==> config.mk <==
export PLATFORM = sky130hd
export DESIGN_NAME = exp_fifo_drain_flat
export DESIGN_NICKNAME = d
export VERILOG_FILES = /design/src/rtl/exp_fifo_drain_if.sv /design/src/rtl/exp_fifo_drain.sv /design/src/flat_wrapper.sv
export SDC_FILE = /design/constraint.sdc
export NUM_CORES = 1
export LEC_CHECK = 0
export CAP_MARGIN = 20
export CELL_PAD_IN_SITES_DETAIL_PLACEMENT = 1
export CELL_PAD_IN_SITES_GLOBAL_PLACEMENT = 1
export CORE_AREA = 2 2 104 106
export DETAILED_ROUTE_END_ITERATION = 6
export DIE_AREA = 0 0 106 108
export PLACE_DENSITY = 0.86
export SLEW_MARGIN = 10
export SYNTH_ARGS = -nofsm -noshare
export SYNTH_HDL_FRONTEND = slang
export SYNTH_SLANG_ARGS = --single-unit
==> constraint.sdc <==
create_clock -name clk -period 2.48 [get_ports clk]
set_input_delay 0.496 -clock clk [delete_from_list [all_inputs] [get_ports clk]]
set_output_delay 0.496 -clock clk [all_outputs]
set_load 0.03 [all_outputs]
==> src/rtl/exp_fifo_drain_if.sv <==
// Bundle of the drain block's control, FIFO read-side and result handshake
// signals. The slave modport is the drain block itself; master is the
// surrounding logic (FIFO read port plus result consumer).
interface exp_fifo_drain_if #(
  parameter int DATA_W = 21,
  parameter int CNT_W  = 4,
  parameter int ACC_W  = DATA_W + CNT_W
);
  logic              start;
  logic [CNT_W-1:0]  n_terms;
  logic [DATA_W-1:0] fifo_q;
  logic              fifo_empty;
  logic              rd_req;
  logic [ACC_W-1:0]  sum;
  logic              sum_valid;
  logic              sum_ready;
  logic              busy;

  modport slave (
    input  start, n_terms, fifo_q, fifo_empty, sum_ready,
    output rd_req, sum, sum_valid, busy
  );

  modport master (
    output start, n_terms, fifo_q, fifo_empty, sum_ready,
    input  rd_req, sum, sum_valid, busy
  );
endinterface

==> src/rtl/exp_fifo_drain.sv <==
// Read-side consumer of the exponential-result FIFO (non-show-ahead).
// On start it pops n_terms words, sums them into an accumulator wide enough
// that 2^CNT_W-1 maximal words cannot overflow, and offers the total on a
// valid/ready port. req_left counts reads still to issue, got_left counts
// words still to arrive; a word arrives one cycle after its rd_req.
module exp_fifo_drain #(
  parameter int DATA_W = 21,
  parameter int CNT_W  = 4,
  parameter int ACC_W  = DATA_W + CNT_W
) (
  input  logic            clk,
  input  logic            rst,
  exp_fifo_drain_if.slave bus
);

  typedef enum logic [1:0] {
    S_IDLE = 2'd0,
    S_RUN  = 2'd1,
    S_DONE = 2'd2
  } state_t;

  state_t            r_state;
  state_t            w_next_state;
  logic [CNT_W-1:0]  r_req_left;
  logic [CNT_W-1:0]  r_got_left;
  logic [ACC_W-1:0]  r_acc;
  logic [ACC_W-1:0]  r_sum;
  logic              r_rd_pend;

  logic              w_rd_req;
  logic              w_sum_valid;
  logic              w_busy;
  logic              w_start_ok;
  logic              w_last_word;
  logic [ACC_W-1:0]  w_acc_next;

  // start is honoured only while idle; the last word is the arriving one
  // when exactly one is still outstanding.
  assign w_start_ok  = (r_state == S_IDLE) && bus.start;
  assign w_last_word = r_rd_pend && (r_got_left == CNT_W'(1));
  assign w_acc_next  = r_acc + ACC_W'(bus.fifo_q);

  // State register.
  always_ff @(posedge clk or negedge rst) begin
    // NOTE: clocked state uses non-blocking assignments so every flop
    // samples pre-edge values regardless of process ordering.
    if (!rst) begin
      r_state <= S_IDLE;
    end else begin
      r_state <= w_next_state;
    end
  end

  // Next-state decode.
  always_comb begin
    // NOTE: default assignment first so no path leaves w_next_state
    // unassigned, which would infer a latch.
    w_next_state = r_state;
    unique case (r_state)
      S_IDLE: begin
        if (bus.start) begin
          w_next_state = (bus.n_terms == '0) ? S_DONE : S_RUN;
        end
      end
      S_RUN: begin
        if (w_last_word) begin
          w_next_state = S_DONE;
        end
      end
      S_DONE: begin
        if (bus.sum_ready) begin
          w_next_state = S_IDLE;
        end
      end
      default: w_next_state = S_IDLE;
    endcase
  end

  // Output decode: reads only in RUN while data exists and reads remain;
  // independent of the downstream ready.
  always_comb begin
    w_rd_req    = 1'b0;
    w_sum_valid = 1'b0;
    w_busy      = 1'b0;
    unique case (r_state)
      S_IDLE: ;
      S_RUN: begin
        w_busy   = 1'b1;
        w_rd_req = !bus.fifo_empty && (r_req_left != '0);
      end
      S_DONE: begin
        w_busy      = 1'b1;
        w_sum_valid = 1'b1;
      end
      default: ;
    endcase
  end

  // Datapath: counters, read-pending pipe, accumulator and result register.
  // Reset drops any word in flight by clearing rd_pend.
  always_ff @(posedge clk or negedge rst) begin
    if (!rst) begin
      r_req_left <= '0;
      r_got_left <= '0;
      r_acc      <= '0;
      r_sum      <= '0;
      r_rd_pend  <= 1'b0;
    end else begin
      r_rd_pend <= w_rd_req;
      if (w_start_ok) begin
        r_req_left <= bus.n_terms;
        r_got_left <= bus.n_terms;
        r_acc      <= '0;
        r_sum      <= '0;
      end else begin
        if (w_rd_req) begin
          r_req_left <= r_req_left - CNT_W'(1);
        end
        if (r_rd_pend) begin
          r_acc      <= w_acc_next;
          r_got_left <= r_got_left - CNT_W'(1);
          if (w_last_word) begin
            r_sum <= w_acc_next;
          end
        end
      end
    end
  end

  assign bus.rd_req    = w_rd_req;
  assign bus.sum_valid = w_sum_valid;
  assign bus.busy      = w_busy;
  assign bus.sum       = r_sum;

endmodule
==> src/flat_wrapper.sv <==
// flat-port wrapper written by rule: the top's interface ports become plain ports
module exp_fifo_drain_flat 
#(
  parameter int DATA_W = 21,
  parameter int CNT_W  = 4,
  parameter int ACC_W  = DATA_W + CNT_W
)
  (clk, rst, bus_start, bus_n_terms, bus_fifo_q, bus_fifo_empty, bus_sum_ready, bus_rd_req, bus_sum, bus_sum_valid, bus_busy);
  exp_fifo_drain_if #(.DATA_W(DATA_W), .CNT_W(CNT_W), .ACC_W(ACC_W)) bus_i ();
  input  logic clk;
  input  logic rst;
  input wire logic [$bits(bus_i.start)-1:0] bus_start;
  input wire logic [$bits(bus_i.n_terms)-1:0] bus_n_terms;
  input wire logic [$bits(bus_i.fifo_q)-1:0] bus_fifo_q;
  input wire logic [$bits(bus_i.fifo_empty)-1:0] bus_fifo_empty;
  input wire logic [$bits(bus_i.sum_ready)-1:0] bus_sum_ready;
  output wire logic [$bits(bus_i.rd_req)-1:0] bus_rd_req;
  output wire logic [$bits(bus_i.sum)-1:0] bus_sum;
  output wire logic [$bits(bus_i.sum_valid)-1:0] bus_sum_valid;
  output wire logic [$bits(bus_i.busy)-1:0] bus_busy;
  assign bus_i.start = bus_start;
  assign bus_i.n_terms = bus_n_terms;
  assign bus_i.fifo_q = bus_fifo_q;
  assign bus_i.fifo_empty = bus_fifo_empty;
  assign bus_i.sum_ready = bus_sum_ready;
  assign bus_rd_req = bus_i.rd_req;
  assign bus_sum = bus_i.sum;
  assign bus_sum_valid = bus_i.sum_valid;
  assign bus_busy = bus_i.busy;
  exp_fifo_drain #(.DATA_W(DATA_W), .CNT_W(CNT_W), .ACC_W(ACC_W)) u_core (.clk(clk), .rst(rst), .bus(bus_i));
endmodule
==> run_results.csv <==
group,metric,value,unit
status,status,"finished, violations left",
status,violations,"setup timing",
sta,slew_headroom,62.4,%
power,power_frac_comb,55.3,%
sta,fmax,396,MHz
power,p_total,5.43,mW
sta,period_needed,2530,ps
logic_synthesis,synth_enable_flop_cells,0,
power,seq_power_share,26.8,%
routing,drt_iter0_drc,147,
clock_network,htree_num_levels,3,
logic_synthesis,yosysMostFrequentCell,"dfrtp_1",
routing,finalWirelength,14500,um
worst_setup_path,worst-setup-path-type,"reg -> reg",
die,rows,37,
sta,tightest_slew,557,ps
global_route,grt_pass1_wl,21700,um
logic_synthesis,netlist_instances,423,
global_route,grt_pass1_vias,4269,
routing,first_pass_iters,5,
placement,pre_cts_ws,-576,ps
hold_path,hp-class,"in -> async",
global_route,grt_usage,24.4,%
worst_setup_path,r2r_cells,9,
clock_network,numCtsBuffers,9,
placement,dpl.hpwl,8740,um
worst_setup_path,cp-start-kind,"flop",
sta,drv_slew,0,
power,power_density,997,nW/um^2
global_route,grt_max_degree,39,
finish,layout-drive-gt1-share,24.0,%
clock_network,cts.sinks,61,
sta,final-setup-viol-count,9,
power,p_clk_share,17.9,%
logic_synthesis,synthTopCellsByCount,"dfrtp_1, nand2_1, a21oi_1, nor2_1, o21ai_0",
logic_synthesis,ys_types,47,
routing,vias,3803,
logic_synthesis,async_flop_share,100,%
clock_network,cts_root_buf,"clkbuf_8",
sta,hold_viol,0,
routing,viasPerCell,5.55,
run,max-cap-violations,0,
logic_synthesis,synthFlopType,"dfrtp_1",
global_route,grt-ovfl-total,0,
worst_setup_path,cp.arrival,2760,ps
global_route,antenna_found_initial,0,
routing,antenna_left,0,
logic_synthesis,ys_seq_area_share,40.6,%
clock_network,hold_buffers,0,
worst_setup_path,end_kind,"flop",
logic_synthesis,syn_area_per_cell,8.89,um^2
placement,gp_congestion,0.892,
logic_synthesis,ys_ff_latch,61,
placement,port_buffers,57,
logic_synthesis,yosysWarningCount,0,
worst_setup_path,crit_required,2710,ps
sta,min_period_over_period,102,%
sta,whs,157,ps
die,core,10200,um^2
sta,rsz0062_at_grt,"true",
sta,finClkSkew,19.4,ps
power,p_int,3.09,mW
die,die_width,106,um
logic_synthesis,yosysTopAreaCell,"dfrtp_1",
clock_network,cts_tree,"done",
die,initial_core_util,36.7,%
finish,area_delta_synth_final,44.8,%
logic_synthesis,netlist_area,3760,um^2
die,die_h,108,um
die,pin_count,58,
power,ir_drop,402,uV
die,die_area,11400,um^2
finish,fin_nets,602,
power,p_switching,2.34,mW
sta,setup_ws,-48.2,ps
clock_network,cts.reportedPaths.clkPinSlew,90,ps
worst_setup_path,cp_max_fo,4,
logic_synthesis,synth_top_area_share,40.6,%
clock_network,clock_latency,380,ps
logic_synthesis,synth_nets,481,
logic_synthesis,yosys-top-cells-area,"dfrtp_1, ha_1, a21oi_1",
finish,antenna_cells,0,
power,p_leak,2.46,nW
clock_network,cts_buffer_depth,2,
power,sw_frac_of_total,43.1,%
routing,remaining_drc_errors,0,
routing,wl_per_cell,21.1,um
## metrics by stage
step,std cells,util (%),cell area (um^2),setup TNS (ps)
global placement,663,48.1,4920,-14770
CTS,683,51.3,5250,0
finish,685,53.2,5440,-151
floorplan,423,-,3760,0
global route,685,53.2,5440,-1240
detailed placement,663,48.1,4920,-16920
## area by class of cell
cell class,count,area [um^2]
clock buffers,11,151
clock inverters,5,58.8
fillers,1160,4790
inverters,17,63.8
multi-input cells,328,2380
flip-flops and latches,61,1530
well taps,136,170
repair buffers,127,1090
## registers in the layout (all words and copies together) (netlist names)
| signal | cells |
|---|---|
| u_core.r_req_left | 4 |
| u_core.r_state | 2 |
| u_core.r_acc | 25 |
| u_core.r_rd_pend | 1 |
| u_core.bus.sum | 25 |
| u_core.r_got_left | 4 |
## metal layers
| layer | vias up | GRT usage (%) | part of all wire [%] |
|---|---|---|---|
| li1 | 1707 | - | - |
| met1 | 1919 | 27.9 | 40 |
| met2 | 123 | 44.0 | 52 |
| met3 | 54 | 4.88 | 3.6 |
| met4 | 0 | 11.2 | 4.4 |
| met5 | - | 0 | 0 |
## layout by cell type (no fill, tap or decap), types with 10 or more instances in the layout
cell | Yosys | layout
a21o_1 | 11 | 11
a21oi_1 | 47 | 34
a21oi_2 | 0 | 12
buf_4 | 0 | 71
clkbuf_8 | 0 | 11
clkdlybuf4s50_1 | 0 | 52
dfrtp_1 | 61 | 61
ha_1 | 27 | 19
inv_1 | 17 | 17
mux2i_1 | 17 | 16
nand2_1 | 55 | 54
nor2_1 | 46 | 45
o21ai_0 | 29 | 23
xnor2_1 | 18 | 16
xor2_1 | 11 | 10
## critical path, stage by stage, from the launching register on
cell and delay (ps):
dfrtp_1 450, ha_1 340, a21o_1 160, nand4_1 140, a211o_1 360, and2_4 190
a211oi_4 330, o211ai_1 160, xnor2_1 190, nor2_1 60
## worst paths after layout
check | from | end | slack (ps)
setup / recovery | u_core.r_acc[1] | u_core.r_acc[23] | -50
hold / removal | rst | u_core.r_acc[16] | 160
setup reg to reg | u_core.r_acc[1] | u_core.r_acc[23] | -50
hold reg to reg | u_core.bus.sum[23] | u_core.bus.sum[23] | 510
max in group asynchronous | rst | u_core.bus.sum[4] | 1990
min in group clk | u_core.bus.sum[23] | u_core.bus.sum[23] | 510
## power by group through the flow
stage               registers, mW  clock network, mW  logic, mW
finish                       1.45              0.972       3.00
global route                 1.48               1.02       3.21
CTS                          1.43              0.984       2.69
detailed placement           1.43                  0       2.49
global placement             1.41                  0       2.33
floorplan                    1.43                  0       1.45
## cells by family (layout without fill, tap and decap cells)
| group | Yosys count | in the layout | share of synthesized area [%] |
|---|---|---|---|
| AOI/OAI and AO/OA | 120 | 120 | 19.2 |
| xor gates and xnor gates | 29 | 29 | 6.76 |
| buffers and inverters | 34 | 160 | 3.40 |
| adders and majority gates | 28 | 28 | 9.52 |
| DFF | 61 | 61 | 40.6 |
| and+or+nand+nor | 133 | 133 | 15.7 |
| muxes | 18 | 18 | 4.83 |
## timing repair
action | 4_1_cts | 5_1_grt
buffers inserted | 4 | 2
pin swaps | 12 | 19
endpoints found under the setup margin | 35 | 34
gates resized for setup | 20 | 37
cloned | 0 | 0
No activity file was read; power rests on OpenSTA's default activity.
==> patch: new RTL, same flow settings <==
`DATA_W` is set to 21 in 3 places; all go to 17.
--- a/src/rtl/exp_fifo_drain_if.sv
+++ b/src/rtl/exp_fifo_drain_if.sv
@@ -4,3 +4,3 @@
 interface exp_fifo_drain_if #(
-  parameter int DATA_W = 21,
+  parameter int DATA_W = 17,
   parameter int CNT_W  = 4,
--- a/src/rtl/exp_fifo_drain.sv
+++ b/src/rtl/exp_fifo_drain.sv
@@ -6,3 +6,3 @@
 module exp_fifo_drain #(
-  parameter int DATA_W = 21,
+  parameter int DATA_W = 17,
   parameter int CNT_W  = 4,
--- a/src/flat_wrapper.sv
+++ b/src/flat_wrapper.sv
@@ -3,3 +3,3 @@
 #(
-  parameter int DATA_W = 21,
+  parameter int DATA_W = 17,
   parameter int CNT_W  = 4,
Ports: changed (resized bus_fifo_q and bus_sum); port bits go from 58 to 50. The function was not compared with the original's and may differ.
==> patch against the unedited design <==
  * Non-clock buffer count is 20 lower
  * Utilization is 6.3 points lower
  * Sequential cell count is 8 lower
  * Final area down 12%
  * Sequential power shrank 12%
  * Power fell by 19%
  * Clock skew down 0.0062 ns
  * Via count down 13%
  * Synthesized area decreased by 5.9%
  * Setup slack better by 0.076 ns
  * Combinational power fell by 13%
  * Wire length is 24% lower
==> patch: results (changes against the unedited design) <==
| Metric | Value |
|---|---|
| Worst Tran Pin Value | 0.6585 ns (+0.1017 ns) |
| Overall via count from detail_route | 3,319 (-13%) |
| Met3 routing resource usage after global routing | 0.03014 (-0.01869) |
| Post-Synthesis Net Count | 445 (-7.5%) |
| R2R Path End | u_core.bus.sum[18]$_DFFE_PN0P_ |
| Port Buffer Count | 49 (-14%) |
| # nets final | 533 (-11%) |
| Sum of met3 wire segment lengths after detailed routing | 349 µm (-34%) |
| Status | complete, no violations |
| Fraction of final layout cells sized beyond drive strength 1 | 0.2128 (-0.02763) |
| Worst reg2reg startpoint | u_core.r_acc[0]$_DFFE_PN0P_ |
| Total of cells resized after clock tree synthesis | 8 (-60%) |
| Cell depth of the worst flop-to-flop path | 10 (+1) |
| Combinational share of power | 0.594 (+0.041) |
| Gr usage total | 0.1887 (-0.05481) |
| Crit path arrival time | 2.66 ns (-0.10 ns) |
| Num CTS Buffers | 5 (-4) |
| Last weighted congestion value of the routability-driven placer | 0.8807 (-1.2%) |
| Critical Path Start Type | primary input |
| Hpwl dp | 7854 µm (-10%) |
| Clock network power share | 0.115 (-0.064) |
| Compound-gate portion of the synthesized area | 0.2176 (+0.02554) |
| Flop2flop setup slack | 0.08 ns (+0.13 ns) |
| Aggregate routed wire length | 11,010 µm (-24%) |
| Multiplexer share of the synthesized area | 0.03432 (-0.01394) |
| Family with the most delay on the worst path | buffers and inverters |
| Synth top area cells | sky130_fd_sc_hd__dfrtp_1 38%, sky130_fd_sc_hd__ha_1 8.1%, sky130_fd_sc_hd__nand2_1 4.5%, sky130_fd_sc_hd__a21oi_1 4.0%, sky130_fd_sc_hd__nor2_1 3.8% |
| Global-route wire length before repair | 17,550 µm (-19%) |
| Timing endpoint of the critical path | u_core.r_acc[20]$_DFFE_PN0P_ |
==> patch: cell count changes in the layout (fill, tap and decap cells not counted), moves of 8 or more <==
cell                              change
sky130_fd_sc_hd__a21oi_2             -12
sky130_fd_sc_hd__buf_4               -14
sky130_fd_sc_hd__clkdlybuf4s50_1     -11
sky130_fd_sc_hd__nor3_1               +9
sky130_fd_sc_hd__nand2_1             -12
sky130_fd_sc_hd__dfrtp_1              -8
sky130_fd_sc_hd__nor2_1               -9
==> patch: worst reg2reg max path, stage by stage, from the launching register on <==
cell and delay [ns]:
sky130_fd_sc_hd__dfrtp_1 0.39, sky130_fd_sc_hd__ha_2 0.21, sky130_fd_sc_hd__fa_2 0.38, sky130_fd_sc_hd__a21o_1 0.22
sky130_fd_sc_hd__a221oi_4 0.27, sky130_fd_sc_hd__buf_6 0.16, sky130_fd_sc_hd__o31ai_4 0.08, sky130_fd_sc_hd__buf_4 0.17
sky130_fd_sc_hd__a211oi_2 0.19, sky130_fd_sc_hd__a31o_1 0.16, sky130_fd_sc_hd__a21oi_1 0.06
==> patch: final cells by class <==
cell class,count,area (µm²)
Fill cell,1183,5434
Multi-Input combinational cell,305,2231
Sequential cell,53,1326
Timing Repair Buffer,107,942.2
Tap cell,136,170.2
Clock buffer,5,68.82
Inverter,11,41.29
Clock inverter,3,17.52
==> patch: through the flow <==
| stage | hold slack (ns) | cell area (µm²) | total power, mW | cells |
|---|---|---|---|---|
| final | 0.1947 | 4797 | 4.379 | 620 |
| after global routing | 0.2409 | 4797 | 4.694 | 620 |
| after CTS | 0.2277 | 4636 | 4.218 | 618 |
| after detailed placement | 0.5155 | 4489 | 3.643 | 607 |
| after global placement | 0.4852 | 4489 | 3.511 | 607 |
| after floorplan | 0.2004 | 3536 | 2.702 | 395 |
